==> config.mk <==
export PLATFORM = sky130hd
export DESIGN_NAME = vsa_mc_core_flat
export DESIGN_NICKNAME = d
export VERILOG_FILES = /design/src/rtl/vsa_mc_core_if.sv /design/src/rtl/vsa_mc_core.sv /design/src/flat_wrapper.sv
export SDC_FILE = /design/constraint.sdc
export NUM_CORES = 1
export LEC_CHECK = 0
export CORE_ASPECT_RATIO = 1.2
export CORE_MARGIN = 3
export CORE_UTILIZATION = 59
export DETAILED_ROUTE_END_ITERATION = 6
export PLACE_DENSITY = 0.93
export SETUP_SLACK_MARGIN = 0.5
export SLEW_MARGIN = 15
export SYNTH_ARGS = -nofsm -noshare
export SYNTH_HDL_FRONTEND = slang
export SYNTH_SLANG_ARGS = --single-unit
==> constraint.sdc <==
create_clock -name clock -period 7.9 [get_ports clock]
set_input_delay 1.58 -clock clock [delete_from_list [all_inputs] [get_ports clock]]
set_output_delay 1.58 -clock clock [all_outputs]
set_load 0.02 [all_outputs]
==> src/rtl/vsa_mc_core_if.sv <==
// Instruction-fetch and data-memory bus of the vsa_mc_core processor.
// The master modport is the core side. The slave modport is the memory or environment side.
// Fetch uses imem_valid; data accesses hold mem_req until mem_ready.
interface vsa_mc_core_if #(
  parameter int DW  = 5,
  parameter int PCW = 5,
  parameter int IW  = 12
);
  logic [PCW-1:0] pc;
  logic           imem_valid;
  logic [IW-1:0]  instr;
  logic [DW-1:0]  mem_addr;
  logic           mem_req;
  logic           mem_wr;
  logic           mem_ready;
  logic [DW-1:0]  datain;
  logic [DW-1:0]  dataout;
  logic [2:0]     state;

  modport master (
    output pc, mem_addr, mem_req, mem_wr, dataout, state,
    input  imem_valid, instr, mem_ready, datain
  );

  modport slave (
    input  pc, mem_addr, mem_req, mem_wr, dataout, state,
    output imem_valid, instr, mem_ready, datain
  );
endinterface

==> src/rtl/vsa_mc_core.sv <==
// Non-pipelined five-state (IF/ID/EX/MEM/WB) VSA core with generic data, PC and register-file sizes.
// Latency: 5 cycles per instruction, plus fetch stalls while imem_valid is low, plus data stalls while mem_ready is low.
// Backpressure: IF holds until imem_valid. MEM holds mem_req until mem_ready. Optional macro VSA_JAL_EN makes opcode 6 a JAL.
// Opcodes: 0=LW 1=SW 2=BEQZ 3=ALU(funct) 4=ADDI 5=SUBI 6=JAL or no-op 7=no-op.
module vsa_mc_core #(
  parameter int DW   = 5,
  parameter int PCW  = 5,
  parameter int NREG = 4
) (
  input  logic           clock,
  input  logic           reset_n,
  vsa_mc_core_if.master  bus
);
  localparam int RAW  = $clog2(NREG);
  localparam int IW   = 6 + 3 * RAW;
  localparam int IMMW = RAW + 3;

  localparam logic [2:0] OP_LW   = 3'd0;
  localparam logic [2:0] OP_SW   = 3'd1;
  localparam logic [2:0] OP_BEQZ = 3'd2;
  localparam logic [2:0] OP_ALU  = 3'd3;
  localparam logic [2:0] OP_ADDI = 3'd4;
  localparam logic [2:0] OP_SUBI = 3'd5;
`ifdef VSA_JAL_EN
  localparam logic [2:0] OP_JAL  = 3'd6;
`endif

  typedef enum logic [2:0] {
    S_IF  = 3'd0,
    S_ID  = 3'd1,
    S_EX  = 3'd2,
    S_MEM = 3'd3,
    S_WB  = 3'd4
  } state_t;

  state_t         st;
  logic [PCW-1:0] pc_q;
  logic [PCW-1:0] npc;
  logic [IW-1:0]  ir;
  logic [DW-1:0]  a;
  logic [DW-1:0]  b;
  logic [DW-1:0]  alu_out;
  logic [DW-1:0]  lmd;
  logic           cond;
  logic           mem_req_q;
  logic           mem_wr_q;
  logic [DW-1:0]  rf [NREG];

  // Instruction fields decoded from IR.
  logic [2:0]      opcode;
  logic [RAW-1:0]  rs1;
  logic [RAW-1:0]  rs2;
  logic [RAW-1:0]  rd;
  logic [2:0]      funct;
  logic [IMMW-1:0] imm;
  logic [DW-1:0]   sx;
  logic [PCW-1:0]  br_off;
  logic [PCW-1:0]  br_tgt;
  logic            is_mem;

  assign opcode = ir[IW-1 -: 3];
  assign rs1    = ir[IW-4 -: RAW];
  assign rs2    = ir[IW-4-RAW -: RAW];
  assign rd     = ir[IMMW-1 -: RAW];
  assign funct  = ir[2:0];
  assign imm    = ir[IMMW-1:0];
  assign sx     = DW'($signed(imm));
  assign br_off = PCW'($signed(imm)) << 1;
  assign br_tgt = npc + br_off;
  assign is_mem = (opcode == OP_LW) || (opcode == OP_SW);

  logic [DW-1:0]  ex_res;
  logic [PCW-1:0] next_pc;
  logic           wb_en;
  logic [RAW-1:0] wb_idx;
  logic [DW-1:0]  wb_val;

  // EX-stage result for the current opcode. Unused opcodes produce zero.
  always_comb begin
    ex_res = '0;
    case (opcode)
      OP_LW, OP_SW, OP_ADDI: ex_res = a + sx;
      OP_SUBI:               ex_res = a - sx;
      OP_BEQZ:               ex_res = DW'(br_tgt);
      OP_ALU: begin
        case (funct)
          3'd0: ex_res = a + b;
          3'd1: ex_res = a - b;
          3'd2: ex_res = a & b;
          3'd3: ex_res = a | b;
          3'd4: ex_res = a ^ b;
          3'd5: ex_res = ~a;
          3'd6: ex_res = a >> 1;
          3'd7: ex_res = {a[DW-1], a[DW-1:1]};
          default: ex_res = '0;
        endcase
      end
`ifdef VSA_JAL_EN
      OP_JAL:                ex_res = DW'(br_tgt);
`endif
      default:               ex_res = '0;
    endcase
  end

  // PC committed at the end of MEM: a taken branch (or JAL) goes to ALUOutput, otherwise to NPC.
  always_comb begin
    next_pc = npc;
    if (opcode == OP_BEQZ && cond) next_pc = PCW'(alu_out);
`ifdef VSA_JAL_EN
    if (opcode == OP_JAL) next_pc = PCW'(alu_out);
`endif
  end

  // Write-back target and value. Writes to R0 are dropped so R0 stays zero.
  always_comb begin
    wb_en  = 1'b0;
    wb_idx = rs2;
    wb_val = alu_out;
    case (opcode)
      OP_ALU: begin
        wb_en  = 1'b1;
        wb_idx = rd;
      end
      OP_ADDI, OP_SUBI: wb_en = 1'b1;
      OP_LW: begin
        wb_en  = 1'b1;
        wb_val = lmd;
      end
`ifdef VSA_JAL_EN
      OP_JAL: begin
        wb_en  = 1'b1;
        wb_val = DW'(npc);
      end
`endif
      default: wb_en = 1'b0;
    endcase
    if (wb_idx == '0) wb_en = 1'b0;
  end

  // Main state machine. Synchronous reset clears every architectural and pipeline register and aborts any open access.
  always_ff @(posedge clock) begin
    if (!reset_n) begin
      st        <= S_IF;
      pc_q      <= '0;
      npc       <= '0;
      ir        <= '0;
      a         <= '0;
      b         <= '0;
      alu_out   <= '0;
      lmd       <= '0;
      cond      <= 1'b0;
      mem_req_q <= 1'b0;
      mem_wr_q  <= 1'b0;
      for (int i = 0; i < NREG; i++) rf[i] <= '0;
    end else begin
      case (st)
        S_IF: begin
          if (bus.imem_valid) begin
            ir  <= bus.instr;
            npc <= pc_q + PCW'(2);
            st  <= S_ID;
          end
        end
        S_ID: begin
          a  <= rf[rs1];
          b  <= rf[rs2];
          st <= S_EX;
        end
        S_EX: begin
          alu_out <= ex_res;
          if (opcode == OP_BEQZ) cond <= (a == '0);
          if (is_mem) begin
            mem_req_q <= 1'b1;
            mem_wr_q  <= (opcode == OP_SW);
          end
          st <= S_MEM;
        end
        S_MEM: begin
          if (!is_mem || bus.mem_ready) begin
            if (opcode == OP_LW) lmd <= bus.datain;
            mem_req_q <= 1'b0;
            mem_wr_q  <= 1'b0;
            pc_q      <= next_pc;
            st        <= S_WB;
          end
        end
        S_WB: begin
          if (wb_en) rf[wb_idx] <= wb_val;
          st <= S_IF;
        end
        default: st <= S_IF;
      endcase
    end
  end

  assign bus.pc       = pc_q;
  assign bus.mem_addr = alu_out;
  assign bus.mem_req  = mem_req_q;
  assign bus.mem_wr   = mem_wr_q;
  assign bus.dataout  = b;
  assign bus.state    = st;
endmodule
==> src/flat_wrapper.sv <==
// flat-port wrapper written by rule: the top's interface ports become plain ports
module vsa_mc_core_flat 
#(
  parameter int DW   = 5,
  parameter int PCW  = 5,
  parameter int NREG = 4
)
  (clock, reset_n, bus_pc, bus_mem_addr, bus_mem_req, bus_mem_wr, bus_dataout, bus_state, bus_imem_valid, bus_instr, bus_mem_ready, bus_datain);
  vsa_mc_core_if #(.DW(DW), .PCW(PCW)) bus_i ();
  input  logic clock;
  input  logic reset_n;
  output wire logic [$bits(bus_i.pc)-1:0] bus_pc;
  output wire logic [$bits(bus_i.mem_addr)-1:0] bus_mem_addr;
  output wire logic [$bits(bus_i.mem_req)-1:0] bus_mem_req;
  output wire logic [$bits(bus_i.mem_wr)-1:0] bus_mem_wr;
  output wire logic [$bits(bus_i.dataout)-1:0] bus_dataout;
  output wire logic [$bits(bus_i.state)-1:0] bus_state;
  input wire logic [$bits(bus_i.imem_valid)-1:0] bus_imem_valid;
  input wire logic [$bits(bus_i.instr)-1:0] bus_instr;
  input wire logic [$bits(bus_i.mem_ready)-1:0] bus_mem_ready;
  input wire logic [$bits(bus_i.datain)-1:0] bus_datain;
  assign bus_pc = bus_i.pc;
  assign bus_mem_addr = bus_i.mem_addr;
  assign bus_mem_req = bus_i.mem_req;
  assign bus_mem_wr = bus_i.mem_wr;
  assign bus_dataout = bus_i.dataout;
  assign bus_state = bus_i.state;
  assign bus_i.imem_valid = bus_imem_valid;
  assign bus_i.instr = bus_instr;
  assign bus_i.mem_ready = bus_mem_ready;
  assign bus_i.datain = bus_datain;
  vsa_mc_core #(.DW(DW), .PCW(PCW), .NREG(NREG)) u_core (.clock(clock), .reset_n(reset_n), .bus(bus_i));
endmodule
# ---- Word level (Yosys, flattened, before mapping)
# Memories as Yosys holds them, arrays and structs flattened. A register that Yosys moved wholly into a read port is not among the register bits.
# Index checks and enable logic that the tools add are counted.
# Widths: inputs -> output; s select.
dict set report word_totals {
  output_inout_bits 20
  rom_bits 0
  inputBits 21
  register_bits 38
  word_cells 83
  latchBits 0
  mem_count 1
  ramBits 20
}
# name words width rd rd_ports_with_merged_regs write_ports line_no
set mem_list {}
lappend mem_list {u_core.rf 4 5 2 2 4 vsa_mc_core.sv:47} ;# logic [DW-1:0] rf [NREG];
dict set report classes {
  n_eq_ne 19
  magnitude_cmp 0
  div 0
  bitwise 4
  addsub 6
  n_mux 23
  n_reduce_logical 21
  multipliers 0
  n_shift 0
}
# cell count
set ops {}
lappend ops {{$pmux 5 s8} 1}
lappend ops {{$eq 3x3->1 const B} 7}
lappend ops {{$pmux 5 s4} 1}
lappend ops {{$eq 3x2->1 const B} 6}
lappend ops {{$add 5x5->5} 3}
lappend ops {{$mux 5} 3}
lappend ops {{$pmux 3 s4} 1}
lappend ops {{$mux 1} 11}
lappend ops {{$sub 5x5->5} 2}
lappend ops {{$eq 3x1->1 const B} 3}
lappend ops {{$logic_not 3->1} 3}
lappend ops {{$reduce_and 2->1} 4}
lappend ops {{$mux 3} 2}
lappend ops {{$reduce_and 3->1} 2}
lappend ops {{$add 5x2->5 const B} 1}
lappend ops {{$and 5x5->5} 1}
lappend ops {{$logic_not 5->1} 1}
lappend ops {{$not 5->5} 1}
lappend ops {{$or 5x5->5} 1}
lappend ops {{$reduce_or 5->1} 1}
lappend ops {{$xor 5x5->5} 1}
lappend ops {{$mux 2} 2}
lappend ops {{$ne 2x1->1 const B} 2}
lappend ops {{$pmux 1 s2} 2}
lappend ops {{8 further kinds} 11}

# ---- Longest topological paths before layout
# Gate-level depths: netlist of run 1.
dict set report depth {
  word_depth 10
  depth_mapped 11
  depth_no_buf 11
}

# ---- Worst setup path after synthesis of run 1
# No wires, ideal clock.
dict set report synth_path {
  path_type {input -> register}
  start {in reset_n}
  end {mem u_core.rf[1][0] (enable)}
  path_buffers 1
  arrival_time_ns 2.376
  path_stages 4
  slack_ns 5.211
  path_cell_list {o2111ai_1 > or3b_1 > buf_2 > nand2_1}
}
# element line_no
set synth_rtl {}
lappend synth_rtl {{start: declaration} flat_wrapper.sv:11} ;# input logic reset_n;
lappend synth_rtl {{end: declaration} vsa_mc_core.sv:47}

==> flow_summary.toml, run 1 <==
[yosys]
synthCells = 424
synthArstFlopShare_pct = 0
seq_area_frac_synth_pct = 39.5
synth_top_area_share_pct = 24.3
yosysWarnings = 0
synth_cell_type_count = 48
syn_area_per_cell_um2 = 9.32
synth_area_leader_cell = "dfxtp_1"
synth_common_cells = "nand2_1, dfxtp_1, nor2_1, a21oi_1, ha_1"
ys_seq_elements = 68
synth_area_leaders = "dfxtp_1, edfxtp_1, ha_1"
synth_enable_flop_cells = 20
syn_area_mm2 = 0.00395
yosysMostFrequentCell = "nand2_1"
ys.flop_type = "dfxtp_1"

[clock_network]
postCtsSetupRepairBufs = 0
numCtsBuffers = 9
clkSinkCount = 68
ctsLongestPathBuffers = 2
cts_max_level = 3
path_clk_slew_ns = 0.07
cts.repair.resized = 0
clk_latency_ns = 0.34
cts_tree = "yes"
root_buffer = "clkbuf_8"
cts_hold_buffers = 0

[floorplanning]
dieArea_mm2 = 0.00772
die_h_um = 95.6
core_mm2 = 0.00645
initial_core_util_pct = 61.3
dieWidth_um = 80.7
io-pin-count = 41
rows = 32

[routing]
drt_first_pass_iters = 5
ant_nets = 0
drc = 0
wirelength_um = 10000
drt_iter0_drc = 255
wl_per_cell_um = 18.3
avgViaCountPerCell = 6.10
num_vias = 3339

[timing]
worst_pin_slew_ns = 0.968
final_max_slew_viol_count = 0
fin_skew_ns = 0.0103
setup_viol = 0
final.setup.tns_ns = 0
finalWorstSetupSlack_ns = 4.66
grt_setup_unrepaired = "false"
hold_violations = 0
fmax_mhz = 308
final.period_utilization_pct = 41.1
slew_headroom_pct = 34.9
min_period_ns = 3.24

[placed_design]
dp_hpwl_um = 7180
port_buffers = 40
place_ws_ns = 4.34
gp_congestion = 0.913

[setup_path]
cp.arrival_ns = 3.28
startpoint_type = "input port"
worstPathMaxFanout = 12
critical_path_buf_inv_count = 1
worstSetupPathType = "input port to register"
worstPathCellList = "clkdlybuf4s50_1 > o2111ai_1 > or3b_1 > nand2_1"
end_kind = "register"
cp_slowest_cell = "clkdlybuf4s50_1"
crit_path_max_incr_delay_ns = 0.72
crit_family = "simple AND/OR/NAND/NOR gates"
worstPathRequired_ns = 7.94

[global_route]
grt_max_degree = 27
grt_pass1_wl_um = 16300
grt.total_usage_pct = 28.1
grt_overflow = 0
antenna_found_initial = 0
grt_pass1_vias = 3364

[pwr]
p_leak_nw = 1.71
peakVddDrop_mv = 0.138
intPower_w = 0.000668
power.clock.fraction_pct = 32.7
pwr-share-seq_pct = 44.0
power.density_mw_per_mm2 = 207
p_sw_w = 0.000283
sw_frac_of_total_pct = 29.8
combPwrFrac_pct = 23.3

[final_layout]
antennaDiodeCount = 0
drive_gt1_share_pct = 7.79
filler_cell_count = 463
areaGrowthSynthToFinish_pct = 16.4
fin_util_pct = 71.3
fin_nets = 509
seq_area_mm2 = 0.00156
multi_input_area_mm2 = 0.00222

[run_status]
status = "completed"

[hold_path]
hold_path_class = "register to register"

[run]
drv_cap = 0
stage by stage:
step | area (µm²) | std cells | total power, W | hold WS [ns]
after global placement | 4380 | 531 | 0.000628 | 0.463
after floorplan | 3970 | 428 | 0.000568 | 0.448
after detailed placement | 4380 | 531 | 0.000640 | 0.471
final | 4600 | 547 | 0.000951 | 0.488
after global routing | 4600 | 547 | 0.000991 | 0.508
after CTS | 4590 | 547 | 0.000948 | 0.485
final cells by class:
| cell class | instances | area share (%) |
|---|---|---|
| flip-flops and latches | 68 | 34.0 |
| inverters | 18 | 1.47 |
| well taps | 85 | 2.31 |
| clock inverters | 6 | 1.69 |
| clock buffers | 10 | 2.99 |
| repair buffers | 43 | 9.20 |
| multi-input cells | 317 | 48.4 |
state kept, by name, indices dropped and copies added, names as in the netlist, 3 cells and up:
signal	flops
u_core.bus.dataout	5
u_core.bus.state	3
u_core.a	5
u_core.rf	20
u_core.ir	12
u_core.bus.pc	5
u_core.bus.mem_addr	5
u_core.lmd	5
u_core.npc	5
kinds of logic (layout without fill, tap and decap cells):
kind of cell               after synthesis  count (layout)  share of synthesized area, %
and+or+nand+nor                        142             142                          16.2
muxes                                   28              28                          10.3
AOI/OAI and AO/OA                       93              93                          14.8
buffers and inverters                   43              77                          4.69
adders and majority gates               31              31                          10.4
xor gates and xnor gates                18              18                          3.99
DFF                                     68              68                          39.5
other                                    1               5                        0.0949
tightest hold or removal path, cell delays in order, from the launching register on:
cell and delay (ns):
dfxtp_1 0.32, nand2b_1 0.07, a21oi_1 0.06
per-layer routing:
layer | share of wire, % | vias to the layer above | track usage, %
li1 | - | 1553 | -
met1 | 37 | 1575 | 31.5
met2 | 52 | 168 | 50.3
met3 | 6.5 | 43 | 5.10
met4 | 4.4 | 0 | 14.9
met5 | 0 | - | 0
layout by cell type, fill, tap and decap left out, types with 2 or more instances in the layout:
master | Yosys | routed
o21ai_0 | 10 | 10
clkbuf_8 | 0 | 10
nor3_1 | 4 | 4
nor2b_1 | 2 | 2
a21o_1 | 6 | 6
mux2i_1 | 18 | 18
clkdlybuf4s50_1 | 0 | 40
o31ai_1 | 2 | 2
dfxtp_1 | 48 | 48
a2111oi_0 | 2 | 2
ha_1 | 28 | 28
nand3b_1 | 3 | 3
a31oi_1 | 4 | 4
nor3b_1 | 3 | 2
bufinv_16 | 0 | 2
nand3_1 | 4 | 4
nand2b_1 | 5 | 5
mux4_2 | 10 | 10
fa_1 | 3 | 3
clkinv_2 | 0 | 2
a211oi_1 | 10 | 10
inv_1 | 18 | 18
xor2_1 | 7 | 7
clkinv_1 | 0 | 2
nor2_1 | 45 | 45
o221a_2 | 2 | 2
a21oi_1 | 43 | 43
a221oi_1 | 4 | 4
nand2_1 | 64 | 64
edfxtp_1 | 20 | 20
conb_1 | 1 | 5
o211ai_1 | 4 | 4
xnor2_1 | 11 | 11
buf_4 | 1 | 3
and2_1 | 4 | 4
power groups by stage:
| stage | clock network (W) | logic [W] | registers, W |
|---|---|---|---|
| 2_1_floorplan | 0 | 0.000154 | 0.000414 |
| 3_3_place_gp | 0 | 0.000206 | 0.000421 |
| 3_5_place_dp | 0 | 0.000216 | 0.000424 |
| 4_1_cts | 0.000311 | 0.000220 | 0.000417 |
| 5_1_grt | 0.000327 | 0.000242 | 0.000422 |
| 6_report | 0.000311 | 0.000222 | 0.000418 |
path summary, 6_finish.rpt:
path                      startpoint                     end  slack, ns  depth (start not counted)
setup / recovery             reset_n         u_core.rf[1][1]       4.66                          4
setup reg to reg        u_core.ir[1]  u_core.bus.mem_addr[4]       4.81                         10
hold / removal    u_core.bus.mem_req      u_core.bus.mem_req       0.49                          2
hold reg to reg   u_core.bus.mem_req      u_core.bus.mem_req       0.49                          2
(Power assumes the default switching activity.)
==> inputs of run 2 (changes only) <==
Settings changed: CORE_UTILIZATION 59 to 52, PLACE_DENSITY 0.93 to 0.88.
Clock period 7.9 ns to 2.9 ns, I/O delays scaled along.
==> flow_summary.toml, run 2 (synthesis results as in run 1) <==
[final_layout]
regMostFlops = "u_core.rf"
mostFrequentLayoutCells = "nand2_1, nor2_1, dfxtp_1"
drive_gt1_share_pct = 15.4
largest_reg_flops = 20
largest_registers = "u_core.rf x20, u_core.ir x12"
fin_nets = 527
antennaDiodeCount = 0
areaGrowthSynthToFinish_pct = 22.9
fin_util_pct = 66.3
final_common_cell = "nand2_1"

[clock_network]
ctsLongestPathBuffers = 2
cts_hold_buffers = 0
root_buffer = "clkbuf_8"
cts_max_level = 3
clk_latency_ns = 0.35
numCtsBuffers = 9
clkSinkCount = 68
path_clk_slew_ns = 0.08
cts_tree = "yes"

[setup_path]
cp.arrival_ns = 2.71
worstPathCellList = "inv_1 > ha_2 > ha_1 > a2111oi_2 > nor3_1 > a211oi_1 > o221a_2"
worstSetupPathType = "register to register"
crit_path_max_incr_delay_ns = 0.68
worstPathRequired_ns = 3.19
r2r_cells = 7
end_kind = "register"
cp_slowest_cell = "a2111oi_2"
worstPathMaxFanout = 8
startpoint_type = "register"

[timing]
grt_setup_unrepaired = "true"
final.setup.tns_ns = 0
fmax_mhz = 414
final.period_utilization_pct = 83.3
setup_viol = 0
final_max_slew_viol_count = 0
worst_pin_slew_ns = 0.740
slew_headroom_pct = 50.6
finalWorstSetupSlack_ns = 0.484
min_period_ns = 2.42
fin_skew_ns = 0.00914
hold_violations = 0

[routing]
avgViaCountPerCell = 5.89
wirelength_um = 10000
num_vias = 3358
drt_iter0_drc = 223
drc = 0
drt_first_pass_iters = 4
wl_per_cell_um = 17.6
ant_nets = 0

[run]
drv_cap = 0

[global_route]
grt_max_degree = 21
antenna_found_initial = 0
grt_pass1_wl_um = 16000
grt.total_usage_pct = 23.5
grt_overflow = 0
grt_pass1_vias = 3240

[floorplanning]
io-pin-count = 41
die_h_um = 101
dieArea_mm2 = 0.00868
rows = 34
core_mm2 = 0.00732
dieWidth_um = 85.6
initial_core_util_pct = 54.0

[pwr]
peakVddDrop_mv = 0.354
power.density_mw_per_mm2 = 570
p_leak_nw = 1.83

[run_status]
status = "completed"

[placed_design]
dp_hpwl_um = 7060
gp_congestion = 0.899
place_ws_ns = 0.288
port_buffers = 40

[hold_path]
holdPathStages = 2
hold_path_class = "register to register"
-- run 2: cell types whose count changed in the layout (fill, tap and decap cells not counted), moves of 3 or more --
| cell | previous run | this run |
|---|---|---|
| a21oi_1 | 43 | 39 |
| dfxtp_1 | 48 | 41 |
| dfxtp_2 | 0 | 4 |
| dfxtp_4 | 0 | 3 |
| buf_4 | 3 | 20 |
| a21oi_2 | 0 | 4 |
-- run 2: final timing paths --
| check | from | endpoint | slack (ns) |
|---|---|---|---|
| max | u_core.ir[0] | u_core.bus.mem_addr[3] | 0.48 |
| min | u_core.a[0] | u_core.a[0] | 0.48 |
| max reg2reg | u_core.ir[0] | u_core.bus.mem_addr[3] | 0.48 |
| min reg2reg | u_core.a[0] | u_core.a[0] | 0.48 |
-- run 2: cell type report --
class | instances | area (µm²)
Inverter | 18 | 70.1
Clock buffer | 9 | 124
Fill cell | 553 | 2460
Sequential cell | 68 | 1580
Timing Repair Buffer | 61 | 562
Tap cell | 90 | 113
Multi-Input combinational cell | 317 | 2290
Clock inverter | 7 | 121
-- run 2: repair_timing --
action	in CTS	in global routing
endpoints found under the setup margin	3	8
buffers inserted	4	5
resized for setup	9	16
pin swaps	5	11
-- run 2: where the power goes --
part / internal [W] / leakage [nW] / switching (W)
Sequential: 0.00104 / 0.599 / 0.0000973
Combinational: 0.000329 / 1.11 / 0.000349
Clock: 0.000577 / 0.124 / 0.000379
Total: 0.00194 / 1.83 / 0.000826
-- run 2: critical path: cells and delay by family (launching register included) --
kind / cells / cell delay, ns
flops: 1 / 0.38
simple gates: 1 / 0.20
compound gates: 3 / 1.23
fa+ha+maj: 2 / 0.48
buf+inv: 1 / 0.07
-- run 2: metrics by stage --
step | power (W) | hold WS, ns | std cells | instance area [µm²]
final | 0.00277 | 0.481 | 570 | 4850
after global routing | 0.00289 | 0.519 | 570 | 4850
after CTS | 0.00271 | 0.481 | 565 | 4760
after detailed placement | 0.00175 | 0.471 | 545 | 4460
after global placement | 0.00172 | 0.455 | 545 | 4460
after floorplan | 0.00155 | 0.448 | 428 | 3980
-- run 2: layer usage --
metal	wire length [µm]	up-vias	global-route usage (%)
li1	-	1585	-
met1	4080	1590	29.2
met2	5090	156	40.3
met3	672	27	5.21
met4	210	0	8.16
met5	0	-	0
==> inputs of run 3 (changes only) <==
Settings changed: CORE_UTILIZATION 52 to 57, PLACE_DENSITY 0.88 to 0.91.
Clock period 2.9 ns to 2.25 ns, I/O delays scaled along.
==> flow_summary.toml, run 3 (synthesis results as in run 1) <==
[run_status]
status = "finished, violations left"
violations = "negative setup slack"

[clock_network]
ctsLongestPathBuffers = 2
cts_max_level = 3
clk_latency_ns = 0.36
root_buffer = "clkbuf_8"
cts_hold_buffers = 0
cts_tree = "yes"
numCtsBuffers = 9
path_clk_slew_ns = 0.08
clkSinkCount = 68

[hold_path]
hold_start = "u_core.bus.mem_req"
hold_path_class = "register to register"

[final_layout]
drive_gt1_share_pct = 23.7
seq_area_mm2 = 0.00158
areaGrowthSynthToFinish_pct = 28.4
fin_nets = 545
largest_reg_flops = 20
filler_cell_count = 414
final_common_cell = "nand2_1"
fin_util_pct = 77.3
mostFrequentLayoutCells = "nand2_1, dfxtp_1, a21oi_1"
largest_registers = "u_core.rf x20, u_core.ir x12"
regMostFlops = "u_core.rf"
multi_input_area_mm2 = 0.00245
antennaDiodeCount = 0

[timing]
grt_setup_unrepaired = "true"
final.setup.tns_ns = -0.0908
min_period_ns = 2.31
hold_violations = 0
fin_skew_ns = 0.00990
final_max_slew_viol_count = 0
fmax_mhz = 433
finalWorstSetupSlack_ns = -0.0573
final.period_utilization_pct = 103
setup_viol = 2

[setup_path]
r2r_end = "u_core.bus.mem_addr[2]"
cp_slowest_cell = "dfxtp_4"
end_kind = "register"
startpoint = "u_core.ir[0]"
reg2reg_slack_ns = -0.06
worstPathMaxFanout = 3
rr_startpoint = "u_core.ir[0]"
critPathCapture = "u_core.bus.mem_addr[2]"
cp.arrival_ns = 2.55
r2r_cells = 12
worstPathRequired_ns = 2.50
startpoint_type = "register"
worstSetupPathType = "register to register"
worstPathCellList = "inv_1 > ha_2 > ha_1 > nand2_1 > o21ai_1 > ha_1 > buf_4 > buf_4 > xnor2_2 > o21ai_1 > a221oi_2 > nor2_1"
crit_path_max_incr_delay_ns = 0.36

[pwr]
fin_total_pwr_w = 0.00335
p_leak_nw = 1.98
peakVddDrop_mv = 0.586
power.density_mw_per_mm2 = 660

[floorplanning]
core_mm2 = 0.00657
initial_core_util_pct = 60.2
io-pin-count = 41
rows = 32
dieWidth_um = 82.0
dieArea_mm2 = 0.00797
die_h_um = 97.2

[routing]
wirelength_um = 12300
drt_iter0_drc = 346
drc = 0
avgViaCountPerCell = 6.37
drt_first_pass_iters = 5
num_vias = 3715
ant_nets = 0
wl_per_cell_um = 21.0

[placed_design]
place_ws_ns = -0.0580
gp_congestion = 0.911
dp_hpwl_um = 7560
port_buffers = 40

[global_route]
grt.total_usage_pct = 28.5
antenna_found_initial = 0
grt_pass1_vias = 3577
grt_max_degree = 30
grt_overflow = 0
grt_pass1_wl_um = 17200

[run]
drv_cap = 0
-- run 3: where the power goes --
part	leakage (nW)	total [W]	switching [W]	internal, W
logic	1.31	0.00100	0.000533	0.000467
registers	0.599	0.00145	0.000112	0.00134
clock network	0.0799	0.000900	0.000502	0.000398
-- run 3: routing by layer --
layer  up-vias  share of wire (%)  global-route usage, %
met4         0                6.0                   12.7
met3        68                8.5                   8.35
li1       1623                  -                      -
met1      1769                 35                   33.4
met2       255                 50                   47.4
met5         -                  0                      0
-- run 3: worst min-delay path by stage --
stage	end	slack, ns	cells after the start
2_1_floorplan	u_core.cond	0.45	2
5_1_grt	u_core.bus.mem_req	0.52	2
3_3_place_gp	u_core.npc[0]	0.45	2
3_5_place_dp	u_core.bus.mem_req	0.47	2
6_report	u_core.bus.mem_req	0.48	2
4_1_cts	u_core.bus.mem_req	0.48	2
-- run 3: layout make-up --
cell class / instances / area share (%)
Clock buffer: 10 / 2.52
Clock inverter: 6 / 0.814
Inverter: 18 / 1.38
Multi-Input combinational cell: 317 / 48.3
Sequential cell: 68 / 31.1
Tap cell: 85 / 2.10
Timing Repair Buffer: 79 / 13.8
-- run 3: through the flow --
| stage | hold WS (ns) | cell area, µm² | instances |
|---|---|---|---|
| after floorplan | 0.448 | 4060 | 428 |
| final | 0.482 | 5070 | 583 |
| after global placement | 0.453 | 4650 | 556 |
| after global routing | 0.520 | 5070 | 583 |
| after CTS | 0.481 | 4920 | 580 |
| after detailed placement | 0.470 | 4650 | 556 |
-- run 3: critical path, delay by kind of cell (launching register included) --
kind	cells	cell delay, ns
buffers and inverters	3	0.35
and+or+nand+nor	2	0.14
xor gates and xnor gates	1	0.17
adders and majority gates	3	0.76
DFF	1	0.36
AOI/OAI and AO/OA	3	0.39
-- run 3: timing repair --
| action | in CTS | in global routing |
|---|---|---|
| setup buffers | 8 | 3 |
| cloned | 0 | 0 |
| resized for setup | 42 | 28 |
| pin swaps | 9 | 6 |
| endpoints found under the setup margin | 59 | 44 |
